## config.mk

```make
export PLATFORM = sky130hd
export DESIGN_NAME = jtkunio_mbox
export DESIGN_NICKNAME = d
export VERILOG_FILES = /design/src/rtl/jtkunio_mbox.sv
export SDC_FILE = /design/constraint.sdc
export NUM_CORES = 1
export LEC_CHECK = 0
export ABC_AREA = 1
export BUFFER_PORTS_ARGS = -buffer_cell sky130_fd_sc_hd__buf_2
export CELL_PAD_IN_SITES_DETAIL_PLACEMENT = 2
export CELL_PAD_IN_SITES_GLOBAL_PLACEMENT = 2
export CORE_MARGIN = 5
export CORE_UTILIZATION = 29
export DETAILED_ROUTE_END_ITERATION = 10
export PLACE_DENSITY_LB_ADDON = 0.1
export SLEW_MARGIN = 20
export SYNTH_ARGS = -nofsm -noshare
export SYNTH_HDL_FRONTEND = slang
export SYNTH_HIERARCHICAL = 1
export SYNTH_SLANG_ARGS = --single-unit
export TNS_END_PERCENT = 20
```

## constraint.sdc

```tcl
create_clock -name clk -period 1.7 [get_ports clk]
set_input_delay 0.255 -clock clk [delete_from_list [all_inputs] [get_ports clk]]
set_output_delay 0.255 -clock clk [all_outputs]
set_load 0.005 [all_outputs]
```

## src/rtl/jtkunio_mbox.sv

```systemverilog
// Bidirectional main CPU <-> protection MCU mailbox: two independent FIFOs
// with registered heads, polled status bits, MCU interrupt and sticky overflow flags.

module jtkunio_mbox_fifo #(
    parameter int DW    = 8,
    parameter int DEPTH = 1,
    parameter int AW    = 1
) (
    input  logic          clk,
    input  logic          rst,
    input  logic          flush,
    input  logic          we,
    input  logic          re,
    input  logic [DW-1:0] din,
    output logic [DW-1:0] dout,
    output logic          full,
    output logic          empty,
    output logic          ovf
);
    // Storage is sized to the pointer range so DEPTH=1 still has a legal 1-bit index.
    logic [DW-1:0] mem_q [0:(1<<AW)-1];

    logic [AW-1:0] wr_ptr_q, wr_ptr_d;
    logic [AW-1:0] rd_ptr_q, rd_ptr_d;
    logic [AW:0]   count_q, count_d;
    logic [DW-1:0] dout_q, dout_d;
    logic          ovf_q, ovf_d;
    logic          do_push, do_pop;

    assign full  = (count_q == (AW+1)'(DEPTH));
    assign empty = (count_q == '0);
    assign dout  = dout_q;
    assign ovf   = ovf_q;

    always_comb begin
        do_pop   = re && !empty;
        // A pop in the same cycle frees the slot, so a push into a full FIFO still lands.
        do_push  = we && (!full || do_pop);
        wr_ptr_d = wr_ptr_q;
        rd_ptr_d = rd_ptr_q;
        count_d  = count_q;
        dout_d   = dout_q;
        ovf_d    = ovf_q;
        if (flush) begin
            wr_ptr_d = '0;
            rd_ptr_d = '0;
            count_d  = '0;
            ovf_d    = 1'b0;
        end else begin
            if (do_push) wr_ptr_d = (DEPTH == 1) ? '0 : wr_ptr_q + AW'(1);
            if (do_pop)  rd_ptr_d = (DEPTH == 1) ? '0 : rd_ptr_q + AW'(1);
            count_d = count_q + (AW+1)'(do_push) - (AW+1)'(do_pop);
            if (we && !do_push) ovf_d = 1'b1;
            // The new head is the incoming word when it lands at the head slot this edge.
            if ((do_push || do_pop) && count_d != '0)
                dout_d = (do_push && rd_ptr_d == wr_ptr_q) ? din : mem_q[rd_ptr_d];
        end
    end

    always_ff @(posedge clk) begin
        if (!flush && do_push) mem_q[wr_ptr_q] <= din;
    end

    always_ff @(posedge clk or posedge rst) begin
        if (rst) begin
            wr_ptr_q <= '0;
            rd_ptr_q <= '0;
            count_q  <= '0;
            dout_q   <= '0;
            ovf_q    <= 1'b0;
        end else begin
            wr_ptr_q <= wr_ptr_d;
            rd_ptr_q <= rd_ptr_d;
            count_q  <= count_d;
            dout_q   <= dout_d;
            ovf_q    <= ovf_d;
        end
    end
endmodule

module jtkunio_mbox #(
    parameter int DW    = 8,
    parameter int DEPTH = 1,
    parameter int AW    = ($clog2(DEPTH) > 0) ? $clog2(DEPTH) : 1
) (
    input  logic          clk,
    input  logic          rst,
    input  logic          flush,
    input  logic          main_we,
    input  logic          main_re,
    input  logic [DW-1:0] main_din,
    output logic [DW-1:0] main_dout,
    output logic [1:0]    main_st,
    output logic          main_ovf,
    input  logic          mcu_we,
    input  logic          mcu_re,
    input  logic [DW-1:0] mcu_din,
    output logic [DW-1:0] mcu_dout,
    output logic          mcu_irq,
    output logic          mcu_ovf
);
    // Handshake: every *_we/*_re high on a clk edge is exactly one operation; there is
    // no ready back-pressure, callers poll main_st/mcu_irq and overflow is flagged, not stalled.
    logic m2s_full, m2s_empty, s2m_full, s2m_empty;

    jtkunio_mbox_fifo #(.DW(DW), .DEPTH(DEPTH), .AW(AW)) u_m2s (
        .clk   (clk),
        .rst   (rst),
        .flush (flush),
        .we    (main_we),
        .re    (mcu_re),
        .din   (main_din),
        .dout  (mcu_dout),
        .full  (m2s_full),
        .empty (m2s_empty),
        .ovf   (main_ovf)
    );

    jtkunio_mbox_fifo #(.DW(DW), .DEPTH(DEPTH), .AW(AW)) u_s2m (
        .clk   (clk),
        .rst   (rst),
        .flush (flush),
        .we    (mcu_we),
        .re    (main_re),
        .din   (mcu_din),
        .dout  (main_dout),
        .full  (s2m_full),
        .empty (s2m_empty),
        .ovf   (mcu_ovf)
    );

    // Status bits come straight from the count registers, so they change on the same edge.
    assign main_st = {~s2m_empty, ~m2s_full};
    assign mcu_irq = ~m2s_empty;
endmodule

```

-- After elaboration in Yosys (flattened, before gate mapping)
Memory sizes are Yosys's and may differ from the RTL's. A register that Yosys moved wholly into a read port is not among the register bits.
Cells that the tools add are included.
- $add $sub $neg: 4
- equal/unequal tests: 2
- mux-type cells: 20
- bitwise operators: 4
- reduce and logical (&&, ||, !) cells: 31
- operators by type and width (cell ; count):
    1-bit 2-to-1 mux ; 18
    2-bit nonzero test ; 6
    1-bit logical AND ; 10
    1-bit logical NOT ; 7
    2-bit by 1-bit adder with 2-bit output ; 2
    2-bit by 1-bit == test with 1-bit output (second input constant) ; 2
    2-bit logical NOT ; 2
    1-bit logical OR ; 4
    2-bit 2-to-1 mux ; 2
    1-bit NOT ; 4
    2-bit AND reduction ; 2
    2-bit by 1-bit subtractor with 2-bit output ; 2
- bits in registers: 10
- bits in writable memories: 32
- bits of input ports: 23
- output and inout bits: 21
- memories kept: 2
- memory list (memory ; depth ; bits a word ; rd ports ; clocked after Yosys merged registers in ; write ports ; line ; RTL):
    u_m2s.mem_q ; 2 ; 8 ; 1 ; 1 ; 1 ; 21 ; logic [DW-1:0] mem_q [0:(1<<AW)-1];
    u_s2m.mem_q ; 2 ; 8 ; 1 ; 1 ; 1 ; 21 ;

-- Longest topological paths before layout
Gate-level depths: netlist (run 1).
- depth after elaboration: 10
- gate-level depth with buffers: 14

-- Hierarchy
Netlist (run 1), hierarchy kept.
- by module, submodules not included (module ; times used ; cells an instance ; area an instance (um^2)):
    jtkunio_mbox_fifo ; 2 ; 108 ; 1026.0
    jtkunio_mbox ; 1 ; 3 ; 11.3

-- Least setup slack after synthesis (run 1)
OpenSTA, ideal clock, no wires.
- path type: reg2reg
- start point: reg u_m2s.count_q[1]
- end point: reg u_m2s.dout_q[0] (netlist: u_m2s/dout[0]), read port of u_m2s.mem_q
- setup time: 0.119 ns
- arrival time: 1.742 ns
- setup slack: -0.162 ns
- cell stages (with the launch flop): 14
- buffers on the path: 0
- clock period less this slack: 1.862 ns
- cell sequence: dfrtp_1 > nor2_2 > nor2_8 > inv_1 > ha_1 > ha_1 > nand2_1 > nand2_1 > nand2_1 > nand3_2 > nand2_4 > nand2_4 > nand2_1 > nand2_1
- cells in the longest elaborated chain, start to end: 10
- elaborated cells between the ends (all ways): 15
- those cells by class: add/sub (2); eq/ne (1); mux (2); reduce/logical (10)
- ends and longest elaborated chain (item ; line ; RTL):
    from (decl) ; 25 ; logic [AW:0] count_q, count_d;
    from (signal assigned) ; 74 ; count_q <= count_d;
    2-bit logical NOT * ; 31 ; assign empty = (count_q == '0);
    named net m2s_empty ; 104 ; logic m2s_full, m2s_empty, s2m_full, s2m_empty;
    1-bit logical NOT * ; 36 ; do_pop = re && !empty;
    1-bit logical AND * ; 36 ;
    1-bit logical OR ; 38 ; do_push = we && (!full || do_pop);
    1-bit logical AND ; 38 ;
    2-bit by 1-bit adder with 2-bit output ; 52 ; count_d = count_q + (AW+1)'(do_push) - (AW+1)'(do_pop);
    2-bit by 1-bit subtractor with 2-bit output ; 52 ;
    2-bit nonzero test ; 55 ; if ((do_push || do_pop) && count_d != '0)
    1-bit logical AND ; 55 ;
    2-bit AND reduction (no line) ; n/a ;
    to (decl) ; 26 ; logic [DW-1:0] dout_q, dout_d;
Mark *: on every way through the listed nets, which the timed path passes. The rest lies on a longest branch. The select of a mux whose other input is x is not followed.
A chain may end at the register's enable or synchronous reset.

-- Worst setup path in the final report (run 1)
- start point: reg u_m2s.count_q[1]
- end point: reg u_m2s.dout_q[3] (netlist: u_m2s/dout[3]), read port of u_m2s.mem_q
Same word-level chain as after synthesis.

==> impl_metrics.yaml, run 1 <==
floorplan:
  initial_util: 0.3004
  die_width_microns: 94.35
  num_io_pins: 44
  floorplan.die_area_sq_um: 8901
  core.rowCount: 30
  chipHeight_microns: 94.35
  core_sq_um: 6869
yosys:
  synthesis.instances: 219
  synth_warn: 6
  ys_dominant_reg_cell: "dfrtp_1"
  synth.net_count: 246
  synthTopCellsByArea: "dfrtp_1 29%, edfxtp_1 23%, nand2_1 15%, nor2_8 5.8%, nand3_1 4.4%"
  synth.top_cell.area_share: 0.2911
  netlist_top_cells_count: "84 x nand2_1, 24 x dfrtp_1, 23 x inv_1"
  syn-cell-area_sq_um: 2063
  yosysSeqAreaShare: 0.5240
  yosysMostFrequentCell: "nand2_1"
  synthDominantAreaCellType: "dfrtp_1"
  async_set_or_reset_register_ratio_after_synthesis: 0.6000
  syn-mean-instance-area_sq_um: 9.421
  synth_enable_flop_cells: 16
  ys_seq_elements: 40
  yosys.cell_types.count: 18
route:
  wl_microns: 5638
  post_drt_via_cell_ratio: 4.414
  ant_nets: 0
  drt_first_iter_violations: 29
  route.detailed.wl_per_inst_microns: 14.24
  first_pass_iteration_count_of_the_detailed_router: 4
  route.detailed.drc: 0
  num_vias: 1748
placement:
  port_buffers: 43
  routability_congestion_estimate_from_global_placement: 0.7317
  detailed_place_hpwl_microns: 4329
sta:
  clock_skew_ns: 0.003621
  final_min_period_over_clock_period: 1.102
  fmax_ghz: 0.5340
  post-route-min-period_ns: 1.873
  final_max_slew_viol_count: 0
  rsz_0062_raised_after_global_routing: "true"
  final_hold_viol_count: 0
  timing.slew.headroom: 0.6788
  setup-violations-final: 17
  max_slew.worst_pin.slew_ns: 0.4813
  timing.setup.tns_ns: -2.524
  worst_slack_ns: -0.1728
critical_path:
  cp_max_fo: 8
  crit_type: "flip-flop to flip-flop"
  critPathMaxStageDelay_ns: 0.44
  category_of_the_worst_setup_path_capture_point: "flip-flop"
  crit_top_cell: "nand2_2"
  required_ns: 1.87
  critical-path-slowest-cell: "dfrtp_2"
  critical_path.startpoint_type: "flip-flop"
  worst-endpoint-arrival_ns: 2.04
  critical_path.cell_chain: "nor2_4, nor2_8, inv_2, ha_4, ha_4, nand2_2, nand2_2, nand3_2, nand3_4, nand2_8, nand2_8, nand2_2, nand2_1"
layout:
  fillerInstances: 787
  num_antenna_cells: 0
  synthToLayoutAreaGrowth_pct: 39.96
  sequential_cell_area_sq_um: 1086
  layout.nets: 326
  share_of_cells_above_drive_strength_1: 0.4700
  multi_input_area_sq_um: 1022
global_routing:
  overall_routing_resource_usage: 0.1329
  first_global_vias: 1941
  grt_remaining_overflow: 0
  grt_max_degree: 13
  grt_first_pass_wirelength_microns: 9218
  antenna_found_initial: 0
clocking:
  latest_clock_arrival_within_the_worst_skew_pair_ns: 0.28
  cts_buffer_depth: 2
  clkSinkCount: 40
  cts_htree_levels: 2
  cts-buffers-inserted: 5
  cts_tree: "done"
  clock_slew_seen_by_the_registers_of_the_worst_setup_and_hold_paths_ns: 0.07
  cts-root-buf: "clkbuf_8"
hold_path:
  min_path_type: "input port to flip-flop"
pwr:
  totalPowerFinal_mw: 4.192
  ir_worst_vdd_uv: 589.2
  powerDensity_nw_per_um2: 1452
  static-leakage-power_nw: 1.435
status:
  violations: "setup timing"
  outcome: "finished with violations"
run:
  max-cap-violations: 0
==> kinds of logic (layout without fill, tap and decap cells) <==
group,Yosys count,count (layout),synth area share
adders and majority gates,4,4,0.02426
AOI/OAI and AO/OA,18,18,0.04488
buffers and inverters,29,108,0.06610
and+or+nand+nor,128,130,0.3408
DFF,40,40,0.5240
==> metrics by stage <==
step,hold WS [ns],setup WS [ns],instance area [sq um],cells,utilization
global placement,0.3111,-0.2896,2589,375,0.3769
detailed placement,0.3141,-0.3485,2589,375,0.3769
CTS,0.1470,-0.1882,2849,394,0.4148
finish,0.1615,-0.1728,2888,396,0.4204
global route,0.1450,-0.2733,2888,396,0.4204
floorplan,0.1196,-0.1227,2126,219,-
==> repair_timing <==
item / in CTS / in global routing
resized for setup: 27 / 7
gates cloned: 2 / 0
hold endpoints to repair: 6 / 0
endpoints found under the setup margin: 16 / 20
pin swaps: 33 / 6
hold buffers: 1 / 0
buffers inserted: 8 / 2
==> placed cells by master (no fill, tap or decap), types with 5 or more instances in the layout <==
| cell type | n |
|---|---|
| dfrtp_1 | 20 |
| nand2_2 | 27 |
| inv_1 | 19 |
| nand3_1 | 18 |
| inv_2 | 5 |
| buf_2 | 43 |
| o21ai_1 | 16 |
| clkbuf_8 | 6 |
| edfxtp_1 | 16 |
| nand2_1 | 59 |
| nor2_8 | 6 |
| buf_4 | 27 |
==> flip-flops by register name, indices dropped and copies added (netlist names) <==
signal and cells:
u_m2s/dout 8, u_m2s/mem_q 8, u_s2m/dout 8, u_s2m/mem_q 8, u_m2s/count_q 2, u_s2m/count_q 2, u_m2s/ovf 1, u_m2s/rd_ptr_q 1
u_s2m/ovf 1, u_s2m/rd_ptr_q 1
==> where the power goes <==
| part | internal [mW] | switching, mW |
|---|---|---|
| Sequential | 1.27 | 0.184 |
| Clock | 0.324 | 0.317 |
| Combinational | 0.960 | 1.14 |
| Total | 2.55 | 1.64 |
==> worst paths after layout <==
kind	from	cells after the start	slack [ns]	to
setup / recovery	u_m2s/count_q[1]	13	-0.17	u_m2s/dout[3]
hold / removal	main_din[7]	1	0.16	u_m2s/mem_q[0][7]
setup reg to reg	u_m2s/count_q[1]	13	-0.17	u_m2s/dout[3]
hold reg to reg	u_m2s/dout[1]	2	0.46	u_m2s/dout[1]
max in group asynchronous	rst	3	0.80	u_m2s/count_q[0]
min in group asynchronous	rst	3	0.54	u_s2m/dout[4]
==> critical path: cells and delay by family (launching register included) <==
kind	cells	cell delay [ns]
adders and majority gates	2	0.37
DFF	1	0.44
and+or+nand+nor	10	0.88
buffers and inverters	1	0.06
==> metal layers <==
metal | GRT usage | up-vias | routed length (microns)
met4 | 0.01805 | 0 | 8
li1 | - | 872 | -
met2 | 0.2565 | 37 | 3080
met3 | 0.03108 | 2 | 213
met5 | 0 | - | 0
met1 | 0.1509 | 837 | 2334
==> layout make-up <==
cell class / count / area share
flip-flops and latches: 40 / 0.3761
inverters: 29 / 0.04809
clock inverters: 2 / 0.003466
clock buffers: 6 / 0.02860
multi-input cells: 152 / 0.3540
well taps: 96 / 0.04159
repair buffers: 71 / 0.1482
No activity file was read; power rests on OpenSTA's default activity.
==> inputs of run 2 (changes only) <==
- ABC_CLOCK_PERIOD_IN_PS: default -> 1700
- CTS_CLUSTER_SIZE: default -> 12
- SYNTH_HIERARCHICAL: 1 -> default
==> run 2 against run 1 <==
Effect of this change:
- the run still ends with setup timing left
- global-route usage shrank 0.58 points
- die area fell by 3.5%
- highest routed layer unchanged
- critical path type unchanged
- clock skew increased by 0.0052 ns
- count of clock-buffer cells in the layout is 1 lower
- non-clock buffer count grew 1
- final cell count is 4.5% lower
- combinational power decreased by 6%
- critical endpoint is now u_s2m.dout[5]
- register-to-register slack improved by 0.04 ns
- largest cell class unchanged
- largest power group unchanged
- utilization is 2.0 points lower
- total power fell by 3.8%
- synthesized cell count shrank 0.46%
==> impl_metrics.yaml, run 2 <==
status:
  outcome: "finished with violations"
  violations: "setup timing"
sta:
  final_max_slew_viol_count: 0
  whs_ns: 0.01064
  max_slew.worst_pin.slew_ns: 0.3516
  setup-violations-final: 16
  fmax_ghz: 0.5471
  clock_skew_ns: 0.008868
  post-route-min-period_ns: 1.828
  timing.slew.headroom: 0.7656
  timing.setup.tns_ns: -1.595
  rsz_0062_raised_after_global_routing: "true"
  final_hold_viol_count: 0
  worst_slack_ns: -0.1280
  final_min_period_over_clock_period: 1.075
yosys:
  synth.net_count: 245
  arithmetic_cell_share_of_the_synthesized_area_counting_full_adders_half_adders_and_majority_gates: 0.02524
  synthesis.instances: 218
  yosys.area_share.simple: 0.3464
  largest_family_of_logic_cells_by_synthesized_area: "simple AND/OR/NAND/NOR gates"
  yosysMostFrequentCell: "nand2_1"
  netlist_top_cells_count: "106 x nand2_1, 24 x dfrtp_1, 20 x inv_1"
  async_set_or_reset_register_ratio_after_synthesis: 0.6000
  synthTopCellsByArea: "dfrtp_1 30%, edfxtp_1 24%, nand2_1 20%, nor2_8 4.0%, inv_1 3.8%"
  synth.area.mux_share: 0
  synthDominantAreaCellType: "dfrtp_1"
  xor_xnor_fraction_of_synth_area: 0
  synth_area_in_compound_gates: 0.01640
  ys_seq_elements: 40
  yosys.cell_types.count: 23
  synth.top_cell.area_share: 0.3028
  syn-cell-area_sq_um: 1983
  ys_dominant_reg_cell: "dfrtp_1"
  synth_warn: 0
  synth_enable_flop_cells: 16
  syn-mean-instance-area_sq_um: 9.097
  yosysSeqAreaShare: 0.5451
critical_path:
  reg2regPathDepth: 12
  critPathBufInv: 2
  critical_path_cell_count: 12
  crit_top_cell: "nand2_1"
  timing.critical_path.to: "u_s2m.dout[5]"
  cp_max_fo: 8
  category_of_the_worst_setup_path_capture_point: "flip-flop"
  crit_path_start: "u_s2m.count_q[0]"
  crit_type: "flip-flop to flip-flop"
  regToRegStartpoint: "u_s2m.count_q[0]"
  critical_path.cell_chain: "nor2_4, nor2_4, ha_4, inv_2, ha_4, inv_2, nand2_1, nand3b_1, nand3_2, a21oi_4, nand2_1, nand2_1"
  required_ns: 1.93
  setup.reg_to_reg.worst_slack_ns: -0.13
  critPathMaxStageDelay_ns: 0.41
  critical_path.startpoint_type: "flip-flop"
  worst-endpoint-arrival_ns: 2.06
  cpLargestDelayFamily: "simple AND/OR/NAND/NOR gates"
  critical-path-slowest-cell: "dfrtp_1"
  regToRegEndpoint: "u_s2m.dout[5]"
global_routing:
  grt_use_met1: 0.1453
  grt_first_pass_wirelength_microns: 8659
  first_global_vias: 1817
  grt_max_degree: 25
  grt_busiest_layer: "met2"
  gr-usage-met3: 0.02681
  overall_routing_resource_usage: 0.1271
  use_met2: 0.2387
  antenna_found_initial: 0
  grt_remaining_overflow: 0
floorplan:
  core_sq_um: 6719
  num_io_pins: 44
  core.rowCount: 30
  die_width_microns: 92.70
  initial_util: 0.2952
  chipHeight_microns: 92.70
  floorplan.die_area_sq_um: 8592
route:
  wl_microns: 5221
  ant_nets: 0
  first_pass_iteration_count_of_the_detailed_router: 4
  route.detailed.drc: 0
  post_drt_via_cell_ratio: 4.386
  drt_first_iter_violations: 73
  num_vias: 1658
  route.detailed.wl_per_inst_microns: 13.81
pwr:
  ir_worst_vdd_uv: 553.6
  static-leakage-power_nw: 1.383
  totalPowerFinal_mw: 4.033
  powerDensity_nw_per_um2: 1500
layout:
  share_of_cells_above_drive_strength_1: 0.4362
  layoutNonFillerInstCount: 378
  sequential_cell_area_sq_um: 1081
  finalCoreUtilization: 0.4002
  layout_commonest_cell: "nand2_1"
  num_antenna_cells: 0
  final_cell_mix: "102 x nand2_1, 43 x buf_2, 29 x buf_4"
  layout.nets: 324
  fillerInstances: 764
  synthToLayoutAreaGrowth_pct: 35.58
  multi_input_area_sq_um: 857.1
clocking:
  postCtsHoldBufs: 0
  cts-root-buf: "clkbuf_8"
  cts-buffers-inserted: 5
  cts_htree_levels: 2
  clkSinkCount: 40
  cts_buffer_depth: 2
  cts_tree: "done"
  clock_slew_seen_by_the_registers_of_the_worst_setup_and_hold_paths_ns: 0.09
  latest_clock_arrival_within_the_worst_skew_pair_ns: 0.29
placement:
  port_buffers: 43
  routability_congestion_estimate_from_global_placement: 0.6743
  place.detailed.instances: 363
  detailed_place_hpwl_microns: 3941
hold_path:
  min_path_type: "input port to async pin"
run:
  max-cap-violations: 0
-- run 2: worst reg2reg max path, stage by stage, from the launching register on --
cell and delay (ns):
dfrtp_1 0.41, nor2_4 0.15, nor2_4 0.05, ha_4 0.25, inv_2 0.03, ha_4 0.16
inv_2 0.05, nand2_1 0.05, nand3b_1 0.09, nand3_2 0.12, a21oi_4 0.26, nand2_1 0.08
nand2_1 0.07
-- run 2: where the power goes --
group	total (mW)	switching [mW]	internal [mW]
clock network	0.650	0.365	0.284
registers	1.41	0.145	1.26
logic	1.97	1.05	0.922
total	4.03	1.56	2.47
-- run 2: layout make-up --
| type | instances | area share |
|---|---|---|
| clock buffer | 5 | 0.02559 |
| multi-input combinational | 146 | 0.3188 |
| sequential | 40 | 0.4020 |
| inverter | 32 | 0.04839 |
| clock inverter | 3 | 0.006980 |
| tap | 80 | 0.03723 |
| timing repair buffer | 72 | 0.1610 |
-- run 2: timing repair --
item | in CTS | in global routing
setup endpoints to repair | 16 | 17
gates cloned | 1 | 0
hold endpoints to repair | 0 | 0
gates resized for setup | 11 | 5
pin swaps | 13 | 9
buffers inserted | 4 | 2
-- run 2: metrics by stage --
step,cell area (sq um),worst slack (ns)
2_1_floorplan,2016,-0.09329
3_3_place_gp,2499,-0.1915
3_5_place_dp,2499,-0.2197
4_1_cts,2661,-0.1618
5_1_grt,2689,-0.2584
6_report,2689,-0.1280
-- run 2: how the worst min path moves through the flow --
stage                            end  slack (ns)  cells after the start
finish                 u_m2s.dout[4]        0.01                      3
global route           u_m2s.dout[0]        0.04                      3
CTS                    u_m2s.dout[0]        0.02                      3
detailed placement         u_s2m.ovf        0.34                      3
global placement           u_s2m.ovf        0.33                      3
floorplan           u_m2s.count_q[0]        0.27                      1
-- run 2: cells by family after synthesis --
| group | Yosys count |
|---|---|
| and+or+nand+nor | 137 |
| DFF | 40 |
| AOI/OAI and AO/OA | 4 |
| buffers and inverters | 33 |
| adders and majority gates | 4 |
-- run 2: metal layers --
metal | up-vias | share of wire
met4 | 0 | 0.0088
li1 | 826 | -
met2 | 32 | 0.53
met5 | - | 0
met1 | 796 | 0.43
met3 | 4 | 0.038
==> inputs of run 3 (changes only) <==
--- a/config.mk
+++ b/config.mk
@@ -15,4 +15,5 @@
 export CTS_CLUSTER_SIZE = 12
 export DETAILED_ROUTE_END_ITERATION = 10
+export GPL_TIMING_DRIVEN = 0
 export PLACE_DENSITY_LB_ADDON = 0.1
 export SLEW_MARGIN = 20
==> constraint.sdc (replaced) <==
create_clock -name clk -period 1.7 [get_ports clk]
set_input_delay 0.255 -clock clk [delete_from_list [all_inputs] [get_ports clk]]
set_output_delay 0.255 -clock clk [all_outputs]
set_load 0.01 [all_outputs]
==> run 3 against run 2 <==
Effect of this change:
- clock power fell by 3.8%
- the flow still finishes with violations (setup timing)
- die area stayed put
- sequential power barely moved
- fmax is 3.8% lower
- critical path depth is the same
- hold slack improved by 0.0013 ns
- final area decreased by 6.5%
- largest power group unchanged
- via count shrank 6.0%
- sequential share of layout area is 2.9 points higher
==> impl_metrics.yaml, run 3 (synthesized netlist as in run 2, its figures left out) <==
pwr:
  static-leakage-power_nw: 1.285
  ir_worst_vdd_uv: 384.5
  totalPowerFinal_mw: 3.744
  powerDensity_nw_per_um2: 1490
clocking:
  clock_slew_seen_by_the_registers_of_the_worst_setup_and_hold_paths_ns: 0.08
  clkSinkCount: 40
  cts-root-buf: "clkbuf_8"
  cts-buffers-inserted: 5
  cts_htree_levels: 2
  latest_clock_arrival_within_the_worst_skew_pair_ns: 0.29
  cts_buffer_depth: 2
  cts_tree: "done"
floorplan:
  floorplan.die_area_sq_um: 8592
  core_sq_um: 6719
  num_io_pins: 44
  initial_util: 0.2952
  core.rowCount: 30
  chipHeight_microns: 92.70
  die_width_microns: 92.70
sta:
  post-route-min-period_ns: 1.899
  fmax_ghz: 0.5265
  max_slew.worst_pin.slew_ns: 0.5710
  final_min_period_over_clock_period: 1.117
  final_hold_viol_count: 0
  timing.slew.headroom: 0.6188
  clock_skew_ns: 0.003743
  final_max_slew_viol_count: 0
  rsz_0062_raised_after_global_routing: "true"
  worst_slack_ns: -0.1994
  setup-violations-final: 16
  timing.setup.tns_ns: -2.323
  whs_ns: 0.01197
critical_path:
  regToRegEndpoint: "u_s2m.dout[0]"
  regToRegStartpoint: "u_s2m.count_q[0]"
  required_ns: 1.93
  crit_type: "flip-flop to flip-flop"
  reg2regPathDepth: 12
  setup.reg_to_reg.worst_slack_ns: -0.20
  timing.critical_path.to: "u_s2m.dout[0]"
  category_of_the_worst_setup_path_capture_point: "flip-flop"
  worst-endpoint-arrival_ns: 2.13
  cp_max_fo: 8
  crit_path_start: "u_s2m.count_q[0]"
  critical_path.startpoint_type: "flip-flop"
layout:
  design_area_sq_um: 2514
  layout.nets: 302
  finalCoreUtilization: 0.3741
  num_antenna_cells: 0
  synthToLayoutAreaGrowth_pct: 26.75
  layoutNonFillerInstCount: 355
  share_of_cells_above_drive_strength_1: 0.3891
  final_cell_mix: "104 x nand2_1, 43 x buf_2, 22 x dfrtp_1"
  layout_commonest_cell: "nand2_1"
hold_path:
  min_path_type: "input port to async pin"
status:
  outcome: "finished with violations"
  violations: "setup timing"
route:
  first_pass_iteration_count_of_the_detailed_router: 4
  route.detailed.drc: 0
  drt_first_iter_violations: 25
  post_drt_via_cell_ratio: 4.389
  num_vias: 1558
  route.detailed.wl_per_inst_microns: 13.52
  ant_nets: 0
  wl_microns: 4800
global_routing:
  antenna_found_initial: 0
  overall_routing_resource_usage: 0.1264
  first_global_vias: 1801
  grt_remaining_overflow: 0
  grt_max_degree: 25
  grt_first_pass_wirelength_microns: 8542
placement:
  port_buffers: 42
  detailed_place_hpwl_microns: 3636
  place.detailed.instances: 340
  placed_area_sq_um: 2326
  preCtsSetupSlack_ns: -0.3643
  routability_congestion_estimate_from_global_placement: 0.7604
run:
  max-cap-violations: 0
[run 3: cell types whose count changed in the layout (fill, tap and decap cells not counted)]
cell	delta
clkinv_2	+1
nand2_1	+2
clkinvlp_4	-1
nand2_2	-2
dfrtp_2	+2
nand3_2	-1
ha_1	+1
buf_4	-22
buf_6	+1
ha_2	-1
clkinv_1	-1
dfrtp_1	-2
[run 3: power breakdown]
part	switching [mW]	leakage, nW	internal, mW
sequential	0.138	0.455	1.27
combinational	1.03	0.790	0.685
clock	0.347	0.0400	0.279
total	1.52	1.28	2.23
[run 3: worst max-delay path, stage by stage, from the launching register on]
cell      delay, ns
dfrtp_2        0.44
nor2_4         0.14
nor2_4         0.05
ha_4           0.25
inv_2          0.03
ha_4           0.16
inv_2          0.05
nand2_1        0.04
nand3b_1       0.10
nand3_2        0.13
a21oi_4        0.27
nand2_1        0.10
nand2_1        0.07
[run 3: worst min path at each step]
| stage | start | end | cells after the start |
|---|---|---|---|
| 6_report | rst | u_s2m.ovf | 2 |
| 5_1_grt | rst | u_s2m.dout[3] | 2 |
| 4_1_cts | mcu_din[6] | u_s2m.mem_q[0][6] | 1 |
| 3_5_place_dp | mcu_din[3] | u_s2m.mem_q[0][3] | 1 |
| 3_3_place_gp | mcu_din[4] | u_s2m.mem_q[0][4] | 1 |
| 2_1_floorplan | rst | u_m2s.count_q[0] | 1 |
[run 3: layout make-up]
type / count / area [sq um]
Fill cell: 755 / 4205
Sequential cell: 40 / 1084
Clock inverter: 2 / 12.51
Inverter: 32 / 130.1
Clock buffer: 5 / 68.82
Multi-Input combinational cell: 145 / 839.6
Timing Repair Buffer: 50 / 274.0
Tap cell: 80 / 100.1
Buffer: 1 / 5.005
[run 3: what timing repair did]
| action | in CTS | in global routing |
|---|---|---|
| cloned | 0 | 0 |
| pin swaps | 9 | 3 |
| setup buffers | 8 | 0 |
| resized for setup | 11 | 4 |
| hold buffers | 0 | 0 |
| endpoints found under the setup margin | 16 | 16 |
[run 3: routing by layer]
metal  vias up  track usage  wire length, microns
li1        776            -                     -
met1       744       0.1600                  2178
met2        36       0.2139                  2343
met3         2      0.03331                   248
met4         0      0.03297                    29
met5         -            0                     0
